`config.mk`:
```
export PLATFORM = sky130hd
export DESIGN_NAME = seg7_scan_driver_flat
export DESIGN_NICKNAME = d
export VERILOG_FILES = /design/src/rtl/seg7_scan_driver_if.sv /design/src/rtl/seg7_scan_driver.sv /design/src/flat_wrapper.sv
export SDC_FILE = /design/constraint.sdc
export NUM_CORES = 1
export LEC_CHECK = 0
export CORE_MARGIN = 10
export CORE_UTILIZATION = 45
export DETAILED_ROUTE_END_ITERATION = 8
export GPL_TIMING_DRIVEN = 0
export HOLD_SLACK_MARGIN = 0.08
export PLACE_DENSITY = 0.81
export SLEW_MARGIN = 0
export SYNTH_ARGS = -nofsm -noshare
export SYNTH_HDL_FRONTEND = slang
export SYNTH_SLANG_ARGS = --single-unit
```
`constraint.sdc`:
```
create_clock -name clk -period 2.9 [get_ports clk]
set_clock_uncertainty 0.05 [all_clocks]
set_input_delay 0.58 -clock clk [delete_from_list [all_inputs] [get_ports clk]]
set_output_delay 0.58 -clock clk [all_outputs]
set_load 0.02 [all_outputs]
```
`src/rtl/seg7_scan_driver_if.sv`:
```
// Display-side bundle between a data producer and the seven-segment scan
// driver: the producer writes the display word and masks, the driver
// returns the anode/segment pins and scan status.
interface seg7_scan_driver_if #(
    parameter int DIGITS = 8
);
    localparam int IDX_W = $clog2(DIGITS);

    logic                  load;
    logic [4*DIGITS-1:0]   data;
    logic [DIGITS-1:0]     dp;
    logic [DIGITS-1:0]     blank;
    logic                  lz_en;
    logic [DIGITS-1:0]     an;
    logic [7:0]            seg;
    logic [IDX_W-1:0]      scan_idx;
    logic                  frame_tick;

    // Producer side: supplies what to show, observes the scan.
    modport master (
        output load, data, dp, blank, lz_en,
        input  an, seg, scan_idx, frame_tick
    );

    // Driver side: consumes the display word, drives the pins.
    modport slave (
        input  load, data, dp, blank, lz_en,
        output an, seg, scan_idx, frame_tick
    );
endinterface

```
`src/rtl/seg7_scan_driver.sv`:
```
// Time-multiplexed common-anode seven-segment driver. A divider sets the
// slot length; each slot starts with a dead time (all anodes off) to avoid
// ghosting, then lights one digit. All pin outputs are registered.
module seg7_scan_driver #(
    parameter int DIGITS       = 8,
    parameter int SCAN_CYCLES  = 100000,
    parameter int GHOST_CYCLES = 1000
) (
    input  logic                clk,
    input  logic                rst,
    seg7_scan_driver_if.slave   disp_if
);
    localparam int IDX_W = $clog2(DIGITS);
    localparam int DIV_W = $clog2(SCAN_CYCLES);

    localparam logic [DIV_W-1:0] DIV_LAST  = DIV_W'(SCAN_CYCLES - 1);
    localparam logic [DIV_W-1:0] GHOST_LIM = DIV_W'(GHOST_CYCLES);
    localparam logic [IDX_W-1:0] IDX_LAST  = IDX_W'(DIGITS - 1);
    localparam bit               HAS_GHOST = (GHOST_CYCLES > 0);

    // Active-low g..a pattern for one hex nibble.
    function automatic logic [6:0] hex_to_seg(input logic [3:0] nib);
        logic [6:0] pat;
        case (nib)
            4'h0:    pat = 7'h40;
            4'h1:    pat = 7'h79;
            4'h2:    pat = 7'h24;
            4'h3:    pat = 7'h30;
            4'h4:    pat = 7'h19;
            4'h5:    pat = 7'h12;
            4'h6:    pat = 7'h02;
            4'h7:    pat = 7'h78;
            4'h8:    pat = 7'h00;
            4'h9:    pat = 7'h10;
            4'hA:    pat = 7'h08;
            4'hB:    pat = 7'h03;
            4'hC:    pat = 7'h46;
            4'hD:    pat = 7'h21;
            4'hE:    pat = 7'h06;
            default: pat = 7'h0E;
        endcase
        return pat;
    endfunction

    // Scan state
    logic [DIV_W-1:0]    div_q, div_d;
    logic [IDX_W-1:0]    idx_q, idx_d;

    // Shadow copy of the display word and masks
    logic [4*DIGITS-1:0] shadow_data_q, shadow_data_d;
    logic [DIGITS-1:0]   shadow_dp_q, shadow_dp_d;
    logic [DIGITS-1:0]   shadow_blank_q, shadow_blank_d;

    // Registered pin outputs
    logic [DIGITS-1:0]   an_q, an_d;
    logic [7:0]          seg_q, seg_d;
    logic [IDX_W-1:0]    scan_idx_q, scan_idx_d;
    logic                frame_tick_q, frame_tick_d;

    // Per-digit views of the (next) shadow word. The output stage reads the
    // next-state shadow so a load shows up on the very next output update,
    // including when it coincides with a slot change.
    logic [3:0]          nib [DIGITS];
    logic [DIGITS-1:0]   upper_zero;

    generate
        for (genvar gi = 0; gi < DIGITS; gi++) begin : g_digit
            assign nib[gi]        = shadow_data_d[4*gi +: 4];
            // Digit gi and everything to its left are zero.
            assign upper_zero[gi] = (shadow_data_d[4*DIGITS-1 : 4*gi] == '0);
        end
    endgenerate

    logic terminal;
    logic ghost;
    logic dark;

    // Next-state logic for divider, digit index, shadows and pin outputs.
    always_comb begin
        shadow_data_d  = disp_if.load ? disp_if.data  : shadow_data_q;
        shadow_dp_d    = disp_if.load ? disp_if.dp    : shadow_dp_q;
        shadow_blank_d = disp_if.load ? disp_if.blank : shadow_blank_q;

        terminal = (div_q == DIV_LAST);
        div_d    = terminal ? '0 : div_q + 1'b1;
        idx_d    = idx_q;
        if (terminal) begin
            idx_d = (idx_q == IDX_LAST) ? '0 : idx_q + 1'b1;
        end

        ghost = HAS_GHOST && (div_q < GHOST_LIM);
        // Digit 0 is exempt from suppression so an all-zero word still reads "0".
        dark  = shadow_blank_d[idx_q] ||
                (disp_if.lz_en && (idx_q != '0) && upper_zero[idx_q]);

        if (ghost || dark) begin
            an_d  = '1;
            seg_d = 8'hFF;
        end else begin
            an_d  = ~(DIGITS'(1) << idx_q);
            seg_d = {~shadow_dp_d[idx_q], hex_to_seg(nib[idx_q])};
        end

        scan_idx_d   = idx_q;
        frame_tick_d = terminal && (idx_q == IDX_LAST);
    end

    // State and output registers; reset wins over everything, including load.
    always_ff @(posedge clk) begin
        if (rst) begin
            div_q          <= '0;
            idx_q          <= '0;
            shadow_data_q  <= '0;
            shadow_dp_q    <= '0;
            shadow_blank_q <= '0;
            an_q           <= '1;
            seg_q          <= 8'hFF;
            scan_idx_q     <= '0;
            frame_tick_q   <= 1'b0;
        end else begin
            div_q          <= div_d;
            idx_q          <= idx_d;
            shadow_data_q  <= shadow_data_d;
            shadow_dp_q    <= shadow_dp_d;
            shadow_blank_q <= shadow_blank_d;
            an_q           <= an_d;
            seg_q          <= seg_d;
            scan_idx_q     <= scan_idx_d;
            frame_tick_q   <= frame_tick_d;
        end
    end

    assign disp_if.an         = an_q;
    assign disp_if.seg        = seg_q;
    assign disp_if.scan_idx   = scan_idx_q;
    assign disp_if.frame_tick = frame_tick_q;

endmodule

```
`src/flat_wrapper.sv`:
```
// flat-port wrapper written by rule: the top's interface ports become plain ports
module seg7_scan_driver_flat 
#(
    parameter int DIGITS       = 8,
    parameter int SCAN_CYCLES  = 100000,
    parameter int GHOST_CYCLES = 1000
)
  (clk, rst, disp_if_load, disp_if_data, disp_if_dp, disp_if_blank, disp_if_lz_en, disp_if_an, disp_if_seg, disp_if_scan_idx, disp_if_frame_tick);
  seg7_scan_driver_if #(.DIGITS(DIGITS)) disp_if_i ();
  input  logic clk;
  input  logic rst;
  input wire logic [$bits(disp_if_i.load)-1:0] disp_if_load;
  input wire logic [$bits(disp_if_i.data)-1:0] disp_if_data;
  input wire logic [$bits(disp_if_i.dp)-1:0] disp_if_dp;
  input wire logic [$bits(disp_if_i.blank)-1:0] disp_if_blank;
  input wire logic [$bits(disp_if_i.lz_en)-1:0] disp_if_lz_en;
  output wire logic [$bits(disp_if_i.an)-1:0] disp_if_an;
  output wire logic [$bits(disp_if_i.seg)-1:0] disp_if_seg;
  output wire logic [$bits(disp_if_i.scan_idx)-1:0] disp_if_scan_idx;
  output wire logic [$bits(disp_if_i.frame_tick)-1:0] disp_if_frame_tick;
  assign disp_if_i.load = disp_if_load;
  assign disp_if_i.data = disp_if_data;
  assign disp_if_i.dp = disp_if_dp;
  assign disp_if_i.blank = disp_if_blank;
  assign disp_if_i.lz_en = disp_if_lz_en;
  assign disp_if_an = disp_if_i.an;
  assign disp_if_seg = disp_if_i.seg;
  assign disp_if_scan_idx = disp_if_i.scan_idx;
  assign disp_if_frame_tick = disp_if_i.frame_tick;
  seg7_scan_driver #(.DIGITS(DIGITS), .SCAN_CYCLES(SCAN_CYCLES), .GHOST_CYCLES(GHOST_CYCLES)) u_core (.clk(clk), .rst(rst), .disp_if(disp_if_i));
endmodule
```
# ---- Word level (Yosys, flattened, before mapping)
# Memories as Yosys holds them, arrays and structs flattened. A register that Yosys moved wholly into a read port is not among the register bits.
# Cells that the tools add are included.
dict set report totals {
  mem_bits_ro 112
  ff_bits 88
  n_memories 1
  input_bits 52
  out_inout_bits 20
  word_cells 50
}
# name words word_bits read_ports rd_ports_with_merged_regs wr line
set memory_table {}
lappend memory_table {{(name not given)} 16 7 1 1 0 seg7_scan_driver.sv:24} ;# case (nib)
dict set report classes {
  n_shift 1
  eq_ne 2
  n_lt_le_gt_ge 3
  n_addsub 2
  reduce_logical 16
  bitwise 3
  muxes 13
}
# cell count
set ops {}
lappend ops {{32-bit zero test} 1}
lappend ops {{32-bit two-way mux} 1}
lappend ops {{28-bit zero test} 1}
lappend ops {{24-bit zero test} 1}
lappend ops {{20-bit zero test} 1}
lappend ops {{17-bit by 1-bit adder with 17-bit output, second input constant} 1}
lappend ops {{17-bit equality test, second input constant} 1}
lappend ops {{17-bit by 10-bit < comparator with 1-bit output, second input constant} 1}
lappend ops {{16-bit zero test} 1}
lappend ops {{8-bit two-way mux} 2}
lappend ops {{4-bit binary-select mux with 3-bit select} 1}
lappend ops {{12-bit zero test} 1}
lappend ops {{1-bit binary-select mux with 3-bit select} 3}
lappend ops {{8-bit zero test} 1}
lappend ops {{4-bit two-way mux} 2}
lappend ops {{8-bit inverter} 1}
lappend ops {{1-bit by 3-bit << shifter with 8-bit output, first input constant} 1}
lappend ops {{4-bit >= comparator, second input constant} 1}
lappend ops {{4-bit zero test} 1}
lappend ops {{3-bit by 4-bit < comparator with 1-bit output, second input constant} 1}
lappend ops {{3-bit inverter with 4-bit output} 1}
lappend ops {{2-bit OR reduction} 2}
lappend ops {{3-bit by 1-bit adder with 3-bit output, second input constant} 1}
lappend ops {{3-bit equality test, second input constant} 1}
lappend ops {{6 further kinds} 11}

# ---- Logic depth before layout (Yosys ltp)
# Gate-level depths: netlist of the first run.
dict set report depth {
  ltp_word 8
  ltp_mapped 13
  mapped_depth_nobuf 10
}

# ---- Worst setup path before layout of the first run
# No wires, ideal clock.
dict set report synth_path {
  path_kind {input-to-reg}
  startpoint {input disp_if_load}
  endpoint {register u_core.seg_q[1], in the netlist u_core.disp_if.seg[1]}
  setup_ns 0.141
  n_path_buf 3
  stages 11
  arrival_ns 2.552
  required_time_ns 2.709
  path_slack_ns 0.156
  path_cell_list {buf_6 -> buf_6 -> buf_6 -> mux2i_1 -> nand2_1 -> o21ai_0 -> mux4_2 -> ha_1 -> mux2_2 -> a32oi_1 -> o211ai_1}
}
dict set report synth_via {
  elab_chain_len 8
}
# element line
set synth_lines {}
lappend synth_lines {{start, declared} flat_wrapper.sv:12} ;# input wire logic [$bits(disp_if_i.load)-1:0] disp_if_load;
lappend synth_lines {{32-bit two-way mux} seg7_scan_driver.sv:80} ;# shadow_data_d = disp_if.load ? disp_if.data : shadow_data_q;
lappend synth_lines {{32-bit zero test (tied with other cells)} seg7_scan_driver.sv:70} ;# assign upper_zero[gi] = (shadow_data_d[4*DIGITS-1 : 4*gi] == '0);
lappend synth_lines {{1-bit binary-select mux with 3-bit select} seg7_scan_driver.sv:94} ;# (disp_if.lz_en && (idx_q != '0) && upper_zero[idx_q]);
lappend synth_lines {{1-bit two-way mux (not written as such)} seg7_scan_driver.sv:94}
lappend synth_lines {{1-bit logical AND} seg7_scan_driver.sv:94}
lappend synth_lines {{1-bit logical OR} seg7_scan_driver.sv:93} ;# dark = shadow_blank_d[idx_q] ||
lappend synth_lines {{1-bit logical OR} seg7_scan_driver.sv:96} ;# if (ghost || dark) begin
lappend synth_lines {{2-bit OR reduction (no line)} n/a}
lappend synth_lines {{end, declared} seg7_scan_driver.sv:56} ;# logic [7:0] seg_q, seg_d;
# Several ways; a longest one is shown, not always the timed one. The select of a mux whose other input is x is not followed.
# A chain may end at the register's enable or synchronous reset.

# ---- Final worst setup path of the first run
dict set report layout_path {
  startpoint {register u_core.idx_q[0]}
  endpoint {register u_core.seg_q[6], in the netlist u_core.disp_if.seg[6]}
}
dict set report layout_via {
  elab_chain_len 6
}
# element line
set layout_lines {}
lappend layout_lines {{start, declared} seg7_scan_driver.sv:47} ;# logic [IDX_W-1:0] idx_q, idx_d;
lappend layout_lines {{start signal, assigned} seg7_scan_driver.sv:122} ;# idx_q <= idx_d;
lappend layout_lines {{1-bit binary-select mux with 3-bit select or 3-bit nonzero test (tied branches)} seg7_scan_driver.sv:94}
lappend layout_lines {{1-bit two-way mux (not written as such) or 1-bit logical AND (tied branches)} seg7_scan_driver.sv:94}
lappend layout_lines {{1-bit logical AND} seg7_scan_driver.sv:94}
lappend layout_lines {{1-bit logical OR} seg7_scan_driver.sv:93}
lappend layout_lines {{1-bit logical OR} seg7_scan_driver.sv:96}
lappend layout_lines {{2-bit OR reduction (no line)} n/a}
# Several ways; a longest one is shown, not always the timed one. The select of a mux whose other input is x is not followed.

==> flow_results.org, run 1 <==
** Timing
- Setup slack on the critical path of the routed design comes to 0.1931 ns.
- Setup repair after global routing left no endpoint under its margin.
- The final-report max-slew violation count came to 0.
- Number of failing hold endpoints at the final stage :: 0
- Timing-limited maximum frequency :: 369.4 MHz
- Setup violations remaining at the end of the flow were counted as 0.
- Crit share post-route :: 0.9334
- For the pin with the worst max-slew slack, the measured transition is 0.7846 ns.
- Worst rel slew slack :: 0.4769
- The routed design could run at a clock period as short as 2.707 ns.

** Clock network
- CTS root buffer :: clkbuf_8
- Clock tree buffer depth :: 2
- TritonCTS built the clock tree.
- TritonCTS created 9 clock buffers.
- The H-tree was split into 3 levels.
- CTS saw 88 sinks.
- Clock-pin slew reported for the worst setup and hold paths after clock tree synthesis :: 0.10 ns
- Skew-Pair Late Insertion Delay :: 0.36 ns
- For this design, the CTS-stage hold fixing added 0 buffers.

** Global route
- Largest net degree at the start of global routing :: 20
- The first global-routing pass estimated 18,400 µm of wire.
- The total overflow left after global routing is 0.
- For this run, the total global-route usage over all layers was measured as 0.1576.
- Antenna violations before repair :: 0
- The via count of the first global-routing pass was 3,744.

** Yosys
- Of the post-synthesis cell area, the part taken by muxes is 0.2122.
- The number of different library cells used by synthesis comes to 59.
- Synth top area share :: 0.4005
- In this run the cell area of the synthesized design comes to 4399 µm².
- Of the total synthesized cell area, the portion taken by full adders, half adders and majority gates is 0.03697.
- In this run, synthesis produced a sequential element count of 88.
- Of the synthesized area, sequential elements account for 0.4005.
- When the netlist entered floorplanning its net count stood at 509.
- By area, the combinational part of the netlist is dominated by multiplexers.
- Total of warnings raised by yosys :: 0
- Counting every instance in the synthesized netlist gives 444.
- The synthesized design spends more area on one cell type than any other, namely dfxtp_1.
- Of the total synthesized cell area, the portion taken by XOR and XNOR cells is 0.03185.
- In this run, synthesis inferred 0 flip-flops with an integrated enable.
- In the synthesized netlist the dominant register cell turns out to be dfxtp_1.
- Syn Area/Cell :: 9.908 µm²
- Post-synthesis share of cell area spent on and, or, nand and nor gates :: 0.1823
- Asr flop ratio synth :: 0
- Complex-gate fraction of the synthesized area :: 0.09443
- By area the synthesized netlist is led by dfxtp_1 40%, mux2i_1 10%, nor2_1 7.3%.

** Floorplanning
- The die is 118.9 µm wide.
- The floorplan has 36 rows.
- Area of the core :: 9639 µm²
- 72 I/O pins were placed.
- The die covers 14,130 µm².
- The initial utilization of the core area, before any placement, comes to 0.4564.
- The die is 118.9 µm tall.

** Pwr
- The worst-case IR drop observed on VDD is 0.0002347 V.
- Summed over all cells, the static leakage comes to 2.185 nW.
- Sum of internal, switching and leakage power :: 0.002516 W
- Dividing total power by cell area gives a power density of 459.9 nW/µm².

** Drt
- The routed layout has 3,651 vias.
- Antenna viol nets, final :: 0
- First-pass iteration count of the detailed router :: 5
- After detailed routing, the average wire length per cell comes to 17.18 µm.
- Routed Wire Length :: 11,370 µm
- In the routed layout, each cell is associated on average with a via count of 5.515.
- For this run, design rule violations remaining after detail routing come to 0.
- DR iter-0 viols :: 282

** Finish
- Antenna cells :: 0
- In the final layout, the share of cells above drive strength 1 is 0.1134.
- For this run, the share of the core covered by cells in the final layout is 0.5675.
- Most common cell after layout, fill and taps aside :: dfxtp_1
- The area growth from synthesis to layout is 24.35%.
- Finished Layout Cells :: 662
- The net count of the finished layout is 589.
- Filler Cell Count :: 884
- Highest-count cells in the layout ignoring fill and taps :: 88 x dfxtp_1, 85 x nor2_1, 70 x clkdlybuf4s50_1

** Placement
- Placer congestion estimate :: 0.9086
- DP Wirelength :: 8905 µm
- During placement, the flow inserted port buffers numbering 70.
- Placed Cells incl. Taps :: 647
- Post-placement worst setup slack :: -0.1955 ns

** Min path
- The path class of the tightest hold or removal check is flip-flop to flip-flop.

** Setup path
- The worst setup path is of the flip-flop to flip-flop kind.
- Worst EP required :: 3.06 ns
- STA puts the critical path data arrival time at 2.87 ns.
- Along the worst path, the maximum fanout reaches 19.
- STA classifies the critical path endpoint as a flip-flop.
- STA classifies the critical path startpoint as a flip-flop.

** Status
- Result of the run :: finished clean

** Job
- Across the run, the number of max-cap violations was 0.
==> power breakdown <==
| group | internal (W) | leakage, nW | total, W | switching, W |
|---|---|---|---|---|
| clock | 0.000413 | 0.0994 | 0.000879 | 0.000466 |
| combinational | 0.000189 | 1.37 | 0.000361 | 0.000172 |
| sequential | 0.00125 | 0.720 | 0.00128 | 0.0000243 |
==> per-stage QoR <==
stage	setup TNS, ns	hold WS (ns)	instance area [µm²]
floorplan	0	0.3797	4399
global placement	-0.5466	0.3941	5266
detailed placement	-0.8808	0.4055	5266
CTS	0	0.4285	5465
global route	0	0.4859	5470
finish	0	0.4248	5470
==> layout make-up <==
cell class                      instances  area [µm²]  area share
Clock inverter                          6       75.07     0.01372
Sequential cell                        88        1762      0.3220
Multi-Input combinational cell        322        2455      0.4488
Tap cell                              133       166.4     0.03042
Inverter                               11       45.04    0.008234
Timing Repair Buffer                   70       700.7      0.1281
Clock buffer                           10       127.6     0.02333
Buffer                                 22       138.9     0.02539
==> synth_stat cells, types with 3 or more instances <==
| cell type | count |
|---|---|
| o22ai_1 | 3 |
| ha_1 | 13 |
| a21oi_1 | 6 |
| nor4_1 | 6 |
| nand2b_1 | 7 |
| buf_4 | 4 |
| inv_1 | 9 |
| mux2_2 | 8 |
| nor3_1 | 8 |
| xnor2_1 | 7 |
| mux4_1 | 5 |
| or3_1 | 4 |
| and3_1 | 6 |
| nand4_1 | 3 |
| nor2b_1 | 5 |
| or4_1 | 5 |
| o211ai_1 | 10 |
| a22oi_1 | 3 |
| mux4_2 | 11 |
| buf_6 | 3 |
| nand2_1 | 21 |
| buf_2 | 6 |
| clkbuf_1 | 8 |
| dfxtp_1 | 88 |
| mux2i_1 | 45 |
| nor2_1 | 85 |
| o21ai_0 | 10 |
| xor2_1 | 9 |
| nand3_1 | 11 |
==> state kept, by name, summed over array words and instances (netlist names) <==
register / flops
u_core.disp_if.an: 8
u_core.idx_q: 3
u_core.disp_if.seg: 8
u_core.shadow_dp_q: 8
u_core.div_q: 17
u_core.shadow_blank_q: 8
u_core.disp_if.scan_idx: 3
u_core.shadow_data_q: 32
u_core.disp_if.frame_tick: 1
==> per-layer routing <==
layer	track usage	routed length, µm
met3	0.04629	899
met2	0.2677	5477
met5	0	0
met1	0.1888	4866
met4	0.04656	129
==> cells by family (layout without fill, tap and decap cells) <==
group / after synthesis / count (layout)
xor+xnor: 16 / 16
flops: 88 / 88
fa+ha+maj: 13 / 13
buf+inv: 34 / 119
mux: 70 / 70
compound gates: 53 / 53
simple gates: 170 / 170
==> what timing repair did <==
item | 4_1_cts | 5_1_grt
buffers inserted | 0 | 0
setup endpoints to repair | 6 | 8
resized for setup | 0 | 2
hold endpoints to repair | 0 | 0
==> final timing paths <==
path / start / endpoint / slack (ns) / depth (start not counted)
hold reg to reg: u_core.div_q[0] / u_core.div_q[0] / 0.42 / 1
setup reg to reg: u_core.idx_q[0] / u_core.disp_if.seg[6] / 0.19 / 10
hold / removal: u_core.div_q[0] / u_core.div_q[0] / 0.42 / 1
setup / recovery: u_core.idx_q[0] / u_core.disp_if.seg[6] / 0.19 / 10
==> worst max-delay path, stage by stage (launching register included) <==
cell      delay [ns]
dfxtp_1         0.39
buf_4           0.21
buf_4           0.29
mux4_2          0.34
o22ai_1         0.20
a211o_2         0.22
inv_1           0.10
ha_1            0.23
mux2_2          0.27
a22oi_1         0.16
o211ai_1        0.11
(Power assumes the default switching activity.)
==> run 2: changes to the inputs <==
Settings changed: CTS_BUF_LIST from default to sky130_fd_sc_hd__clkbuf_8.
==> run 2 against run 1 <==
Net effect:
- global-route usage is the same
- first-iteration DRC count shrank 2.1%
- non-clock buffer count is the same
- register-to-register slack is essentially flat
- critical path depth is the same
- final area is the same
- largest power group unchanged
- fmax shrank 0.18%
- worst hold slack is essentially flat
- total power is essentially flat
- via count grew 0.74%
- count of clock-buffer cells in the layout shrank 1
- setup slack lost 0.0049 ns
==> flow_results.org, run 2 (same netlist as run 1, synthesis figures left out) <==
** Setup path
- The slowest stage cell on the critical path is dfxtp_1 (unchanged).
- The maximum fanout along the worst path came to 19 (unchanged).
- Cell mode on critical path :: buf_4 (unchanged)
- The data arrival time at the worst-slack endpoint was 2.88 ns (was 2.87 ns).
- The sort of element at the end of the critical path is a flip-flop (unchanged).
- Worst EP required :: 3.06 ns (about the same)
- The buffers plus inverters on the worst setup path came to 3 (unchanged).
- The critical path start-end classification is flip-flop to flip-flop (unchanged).
- Worst r2r path cells :: 10 (unchanged)
- The kind of cell with the highest combined delay on the critical path is compound AO/OA/AOI/OAI gates (unchanged).
- The longest individual stage delay on the worst path was 0.38 ns (was 0.39 ns).
- Critical Path, Cell by Cell: buf_4, buf_4, mux4_2, o22ai_1, a211o_2, inv_1, ha_1, mux2_2, a22oi_1, o211ai_1 (unchanged).
- Kind of start point of the critical path :: flip-flop (unchanged)
- The path length in cells of the critical path was 10 (unchanged).

** Timing
- Unrepaired setup endpoints after global routing: no (unchanged).
- The final-report hold violation count came to 0 (unchanged).
- Total Negative Setup Slacks :: 0 ns (unchanged)
- The final-report max-slew violation count is 0 (unchanged).
- The fmax came to 368.8 MHz (was 369.4 MHz).
- Slew at the pin closest to its max-slew limit :: 0.7857 ns (was 0.7846 ns)
- The shortest clock period the worst path allows after layout is 2.712 ns (was 2.707 ns).
- The headroom to the max-slew limit is 0.4762 (was 0.4769).
- The number of setup violations in the final report was 0 (unchanged).
- Crit share post-route :: 0.9351 (was 0.9334)

** Global route
- The global-route wire length before repair was 18,400 µm (unchanged).
- Largest net degree at the start of global routing :: 20 (unchanged)
- Remaining global-route overflow :: 0 (unchanged)
- The number of antenna violations at the first check in global routing is 0 (unchanged).
- GR Util All Layers :: 0.1576 (unchanged)
- The via count of the first global-routing pass is 3,744 (unchanged).

** Clock network
- The CTS tree is done (unchanged).
- Sink Count :: 88 (unchanged)
- The root cell of the clock tree is clkbuf_8 (unchanged).
- The number of clock buffers inserted by TritonCTS is 9 (unchanged).
- The buffer levels on the longest clock path is 2 (unchanged).
- The clock slew seen by the registers of the worst setup and hold paths is 0.10 ns (about the same).
- Post-CTS Hold Buffers :: 0 (unchanged)
- Skew-Pair Late Insertion Delay :: 0.36 ns (about the same)
- Depth of the CTS H-tree :: 3 (unchanged)

** Finish
- The relative area change from synthesis to final layout was 24.35% (unchanged).
- The fraction of layout instances using a drive strength above 1 came to 0.1134 (unchanged).
- Registers with the highest flip-flop counts :: u_core.shadow_data_q: 32 flops, u_core.div_q: 17 flops (unchanged)
- The flip-flop count of the largest register, all copies and words added is 32 (unchanged).
- Highest-count cells in the layout ignoring fill and taps: 88 x dfxtp_1, 85 x nor2_1, 70 x clkdlybuf4s50_1 (unchanged).
- The leading cell type in the layout, fill and taps excluded is dfxtp_1 (unchanged).
- The count of filler cells inserted in the layout is 884 (unchanged).
- NumNets Final :: 589 (unchanged)
- The number of antenna cells inserted came to 0 (unchanged).
- The number of cells in the finished layout apart from fillers came to 662 (unchanged).
- Total area of multi-input combinational cells :: 2455 µm² (unchanged)
- The most flop-heavy register is u_core.shadow_data_q (unchanged).
- Register cell area after layout :: 1762 µm² (unchanged)

** Floorplanning
- The placement row count is 36 (unchanged).
- Area of the core :: 9639 µm² (unchanged)
- Die boundary width :: 118.9 µm (unchanged)
- The number of top-level pins was 72 (unchanged).
- Vert. Die Dim :: 118.9 µm (unchanged)
- The initial standard-cell utilization of the core is 0.4564 (unchanged).
- The area of the die came to 14,130 µm² (unchanged).

** Placement
- DP Wirelength :: 8905 µm (unchanged)
- Placed Cells incl. Taps :: 647 (unchanged)
- Placer congestion estimate :: 0.9086 (unchanged)
- Port Buffers :: 70 (unchanged)

** Drt
- Via-per-instance ratio :: 5.556 (was 5.515)
- The detail-routed net length per standard cell came to 17.25 µm (was 17.18 µm).
- The remaining number of nets flagged by the antenna check after routing came to 0 (unchanged).
- DR iter-0 viols :: 276 (was 282)
- DRC viols :: 0 (unchanged)
- Number of vias in the routed layout :: 3,678 (was 3,651)
- The length of the first detailed-routing pass in iterations was 5 (unchanged).
- The post-detailed-routing wire length was 11,420 µm (was 11,370 µm).

** Pwr
- Ratio of total power to cell area :: 459.5 nW/µm² (was 459.9 nW/µm²)
- The maximum vdd drop was 0.0002344 V (was 0.0002347 V).
- The static power due to leakage came to 2.189 nW (was 2.185 nW).

** Job
- Total of max-cap violations :: 0 (unchanged)

** Status
- Result of the run: finished clean (unchanged).

** Min path
- The number of cells traversed by the worst hold path is 1 (unchanged).
- Min-delay worst type :: flip-flop to flip-flop (unchanged)
==> run 2: cell types whose count changed in the layout (fill, tap and decap cells not counted) <==
cell | previous run | this run
clkbuf_1 | 8 | 7
inv_1 | 9 | 10
==> run 2: final cells by class <==
type	instances	share of cell area
inverter	11	0.008234
timing repair buffer	70	0.1281
buffer	22	0.02539
tap	133	0.03042
clock buffer	9	0.02264
clock inverter	7	0.01441
multi-input combinational	322	0.4488
sequential	88	0.3220
==> run 2: report_power, final <==
part	leakage (nW)	internal [W]	switching, W
sequential	0.720	0.00125	0.0000245
clock	0.104	0.000409	0.000467
combinational	1.37	0.000189	0.000173
==> run 2: layer usage <==
layer	global-route usage	wire, µm	vias up
li1	-	-	1750
met1	0.1888	4904	1751
met2	0.2677	5388	160
met3	0.04629	966	17
met4	0.04656	161	0
met5	0	0	-
==> run 2: what timing repair did <==
item | 4_1_cts | 5_1_grt
gates resized for setup | 0 | 2
buffers inserted | 0 | 0
setup endpoints to repair | 6 | 8
==> run 2: worst paths after layout <==
kind	start	endpoint	slack (ns)
setup / recovery	u_core.idx_q[0]	u_core.disp_if.seg[6]	0.19
setup reg to reg	u_core.idx_q[0]	u_core.disp_if.seg[6]	0.19
hold / removal	u_core.div_q[0]	u_core.div_q[0]	0.43
hold reg to reg	u_core.div_q[0]	u_core.div_q[0]	0.43
==> run 2: stage by stage <==
step                hold WS (ns)  worst slack, ns  total power (W)    util  area (µm²)
finish                    0.4251           0.1882         0.002514  0.5675        5470
floorplan                 0.3797           0.1564         0.001517       -        4399
global placement          0.3941          -0.1731         0.001645  0.5463        5266
CTS                       0.4286           0.1230         0.002510  0.5670        5465
detailed placement        0.4055          -0.1955         0.001659  0.5463        5266
global route              0.4859         0.008963         0.002600  0.5675        5470
==> run 3: changes to the inputs <==
Settings changed: CAP_MARGIN from default to 20, CORE_MARGIN 10 to 3.
==> run 3 against run 2 <==
Net effect:
- non-clock buffer count did not move
- critical path depth fell by 3
- worst hold slack improved by 0.0014 ns
- sequential share of layout area rose by 0.096 points
- die area fell by 22%
- sequential cell count did not move
- largest power group unchanged
- highest routed layer unchanged
==> flow_results.org, run 3 (same netlist as run 1, synthesis figures left out) <==
** Floorplanning
- The die height came to 104.9 µm (was 118.9 µm).
- The area of the die is 11,000 µm² (was 14,130 µm²).
- The initial standard-cell utilization of the core was 0.4694 (was 0.4564).
- The number of top-level pins was 72 (unchanged).
- Area of the core :: 9371 µm² (was 9639 µm²)
- Number of cell rows :: 35 (was 36)
- The horizontal extent of the die is 104.9 µm (was 118.9 µm).

** Setup path
- Worst r2r path cells :: 7 (was 10)
- Worst EP required :: 3.12 ns (was 3.06 ns)
- The startpoint of the worst-slack reg-to-reg timing path was u_core.idx_q[1] (was u_core.idx_q[0]).
- The maximum fanout along the worst path is 10 (was 19).
- Kind of start point of the critical path :: flip-flop (unchanged)
- Critical path capture point type :: flip-flop (unchanged)
- Data arrival time at the worst-slack endpoint :: 2.96 ns (was 2.88 ns)
- Start point of the critical path :: u_core.idx_q[1] (was u_core.idx_q[0])
- WS Path Type :: flip-flop to flip-flop (unchanged)

** Finish
- NumNets Final :: 589 (unchanged)
- The relative area change from synthesis to final layout was 23.98% (was 24.35%).
- Highest-count cells in the layout ignoring fill and taps :: 88 x dfxtp_1, 85 x nor2_1, 70 x clkdlybuf4s50_1 (unchanged)
- The fraction of layout instances using a drive strength above 1 is 0.1117 (was 0.1134).
- Filler Cell Count :: 853 (was 884)
- The number of antenna cells inserted was 0 (unchanged).
- Most common cell after layout, fill and taps aside :: dfxtp_1 (unchanged)
- Register with the most flip-flops :: u_core.shadow_data_q (unchanged)
- Flip-flop count of the largest register after layout :: 32 (unchanged)
- Total area of multi-input combinational cells :: 2455 µm² (unchanged)
- The total area of sequential cells was 1762 µm² (unchanged).
- Registers with the highest flip-flop counts: u_core.shadow_data_q: 32 flops, u_core.div_q: 17 flops (unchanged).

** Global route
- Via count of the first global-routing pass :: 3,541 (was 3,744)
- The global-route usage over all layers came to 0.1984 (was 0.1576).
- The number of antenna violations at the first check in global routing was 0 (unchanged).
- The global-route wire length before repair is 17,400 µm (was 18,400 µm).
- Remaining global-route overflow :: 0 (unchanged)
- Largest net degree at the start of global routing :: 20 (unchanged)

** Status
- Result of the run :: finished clean (unchanged)

** Clock network
- Skew-Pair Late Insertion Delay :: 0.35 ns (was 0.36 ns)
- The clock slew seen by the registers of the worst setup and hold paths was 0.08 ns (was 0.10 ns).
- Post-CTS repair timing setup buffer count :: 0 (unchanged)
- Depth of the CTS H-tree :: 3 (unchanged)
- Clock tree buffer depth :: 2 (unchanged)
- The CTS tree was done (unchanged).
- Clock buffer count from CTS :: 9 (unchanged)
- The clock sink total was 88 (unchanged).
- The root cell of the clock tree was clkbuf_8 (unchanged).

** Pwr
- Internal power :: 0.001857 W (was 0.001850 W)
- Sw Pwr :: 0.0006204 W (was 0.0006639 W)
- The overall power after layout is 0.002478 W (was 0.002514 W).
- Flop pwr share :: 0.515 (was 0.508)
- Maximum vdd ir drop :: 0.0002668 V (was 0.0002344 V)
- Power share of the combinational group :: 0.146 (was 0.144)
- Leakage power :: 2.187 nW (was 2.189 nW)
- Clock share of power :: 0.339 (was 0.348)
- Ratio of total power to cell area :: 454.3 nW/µm² (was 459.5 nW/µm²)
- The switching portion of total power came to 0.2504 (was 0.2641).

** Drt
- Via-per-instance ratio :: 5.451 (was 5.556)
- The detail-routed net length per standard cell is 16.59 µm (was 17.25 µm).
- The remaining number of nets flagged by the antenna check after routing was 0 (unchanged).
- The post-route DRC violation count was 0 (unchanged).
- The total number of vias came to 3,581 (was 3,678).
- Routed Wire Length :: 10,900 µm (was 11,420 µm)
- DR iter-0 viols :: 139 (was 276)
- First-pass iteration count of the detailed router :: 4 (was 5)

** Timing
- Number of failing hold endpoints at the final stage :: 0 (unchanged)
- Unrepaired setup endpoints after global routing :: no (unchanged)
- Worst rel slew slack :: 0.4538 (was 0.4762)
- Final count of negative-setup-slack endpoints :: 0 (unchanged)
- Crit share post-route :: 0.9431 (was 0.9351)
- The fmax came to 365.6 MHz (was 368.8 MHz).
- The transition time at the pin with the least slew margin came to 0.8194 ns (was 0.7857 ns).
- The final-report max-slew violation count came to 0 (unchanged).
- The shortest clock period the worst path allows after layout came to 2.735 ns (was 2.712 ns).
- Final setup slack of the worst path :: 0.1650 ns (was 0.1882 ns)
- Total Negative Setup Slacks :: 0 ns (unchanged)

** Placement
- Port Buffers :: 70 (unchanged)
- Placer congestion estimate :: 0.8686 (was 0.9086)
- Post-placement worst setup slack :: -0.2209 ns (was -0.1955 ns)
- The HPWL after detailed placement came to 8468 µm (was 8905 µm).

** Min path
- Worst Hold Launch :: u_core.div_q[0] (unchanged)
- Min-delay worst type :: flip-flop to flip-flop (unchanged)
- Worst Hold Depth :: 1 (unchanged)

** Job
- Total of max-cap violations :: 0 (unchanged)
## run 3: changes by cell type in the layout (fill, tap and decap cells not counted), sizes merged
cell      change
clkinv        +4
inv           -4
clkinvlp      -2
clkbuf        +1
## run 3: final cells by class
cell class,count,share of cell area
multi-input cells,322,0.4501
well taps,129,0.02959
plain buffers,22,0.02546
inverters,11,0.007571
clock inverters,5,0.01055
flip-flops and latches,88,0.3230
clock buffers,10,0.02524
repair buffers,70,0.1285
## run 3: path summary, 6_finish.rpt
| kind | to | slack, ns |
|---|---|---|
| setup / recovery | u_core.disp_if.an[3] | 0.17 |
| hold / removal | u_core.div_q[0] | 0.43 |
| setup reg to reg | u_core.disp_if.an[3] | 0.17 |
| hold reg to reg | u_core.div_q[0] | 0.43 |
## run 3: through the flow
step | hold WS (ns) | instance area [µm²] | std cells | utilization
global placement | 0.3914 | 5261 | 643 | 0.5614
CTS | 0.4278 | 5453 | 657 | 0.5818
floorplan | 0.3797 | 4399 | 444 | -
finish | 0.4265 | 5454 | 657 | 0.5820
global route | 0.4614 | 5454 | 657 | 0.5820
detailed placement | 0.4075 | 5261 | 643 | 0.5614
## run 3: timing repair
action | 4_1_cts | 5_1_grt
endpoints found under the setup margin | 5 | 1
resized for setup | 0 | 1
hold buffers | 0 | 0
## run 3: routing by layer
| metal | part of all wire | GRT usage |
|---|---|---|
| met5 | 0 | 0 |
| met4 | 0.010 | 0.07498 |
| met3 | 0.069 | 0.03212 |
| met2 | 0.48 | 0.3341 |
| met1 | 0.44 | 0.2557 |
## run 3: power groups by stage
stage,clock [W],sequential (W),combinational (W)
2_1_floorplan,0,0.00130,0.000221
3_3_place_gp,0,0.00130,0.000346
3_5_place_dp,0,0.00130,0.000358
4_1_cts,0.000863,0.00127,0.000358
5_1_grt,0.000891,0.00128,0.000392
6_report,0.000841,0.00128,0.000362
## run 3: worst max-delay path, stage by stage, from the launching register on
cell and delay, ns:
dfxtp_1 0.37, buf_4 0.18, clkinv_1 0.31, ha_1 0.37, or4b_4 0.57, a2111oi_4 0.35
a22oi_2 0.22, o211ai_1 0.24
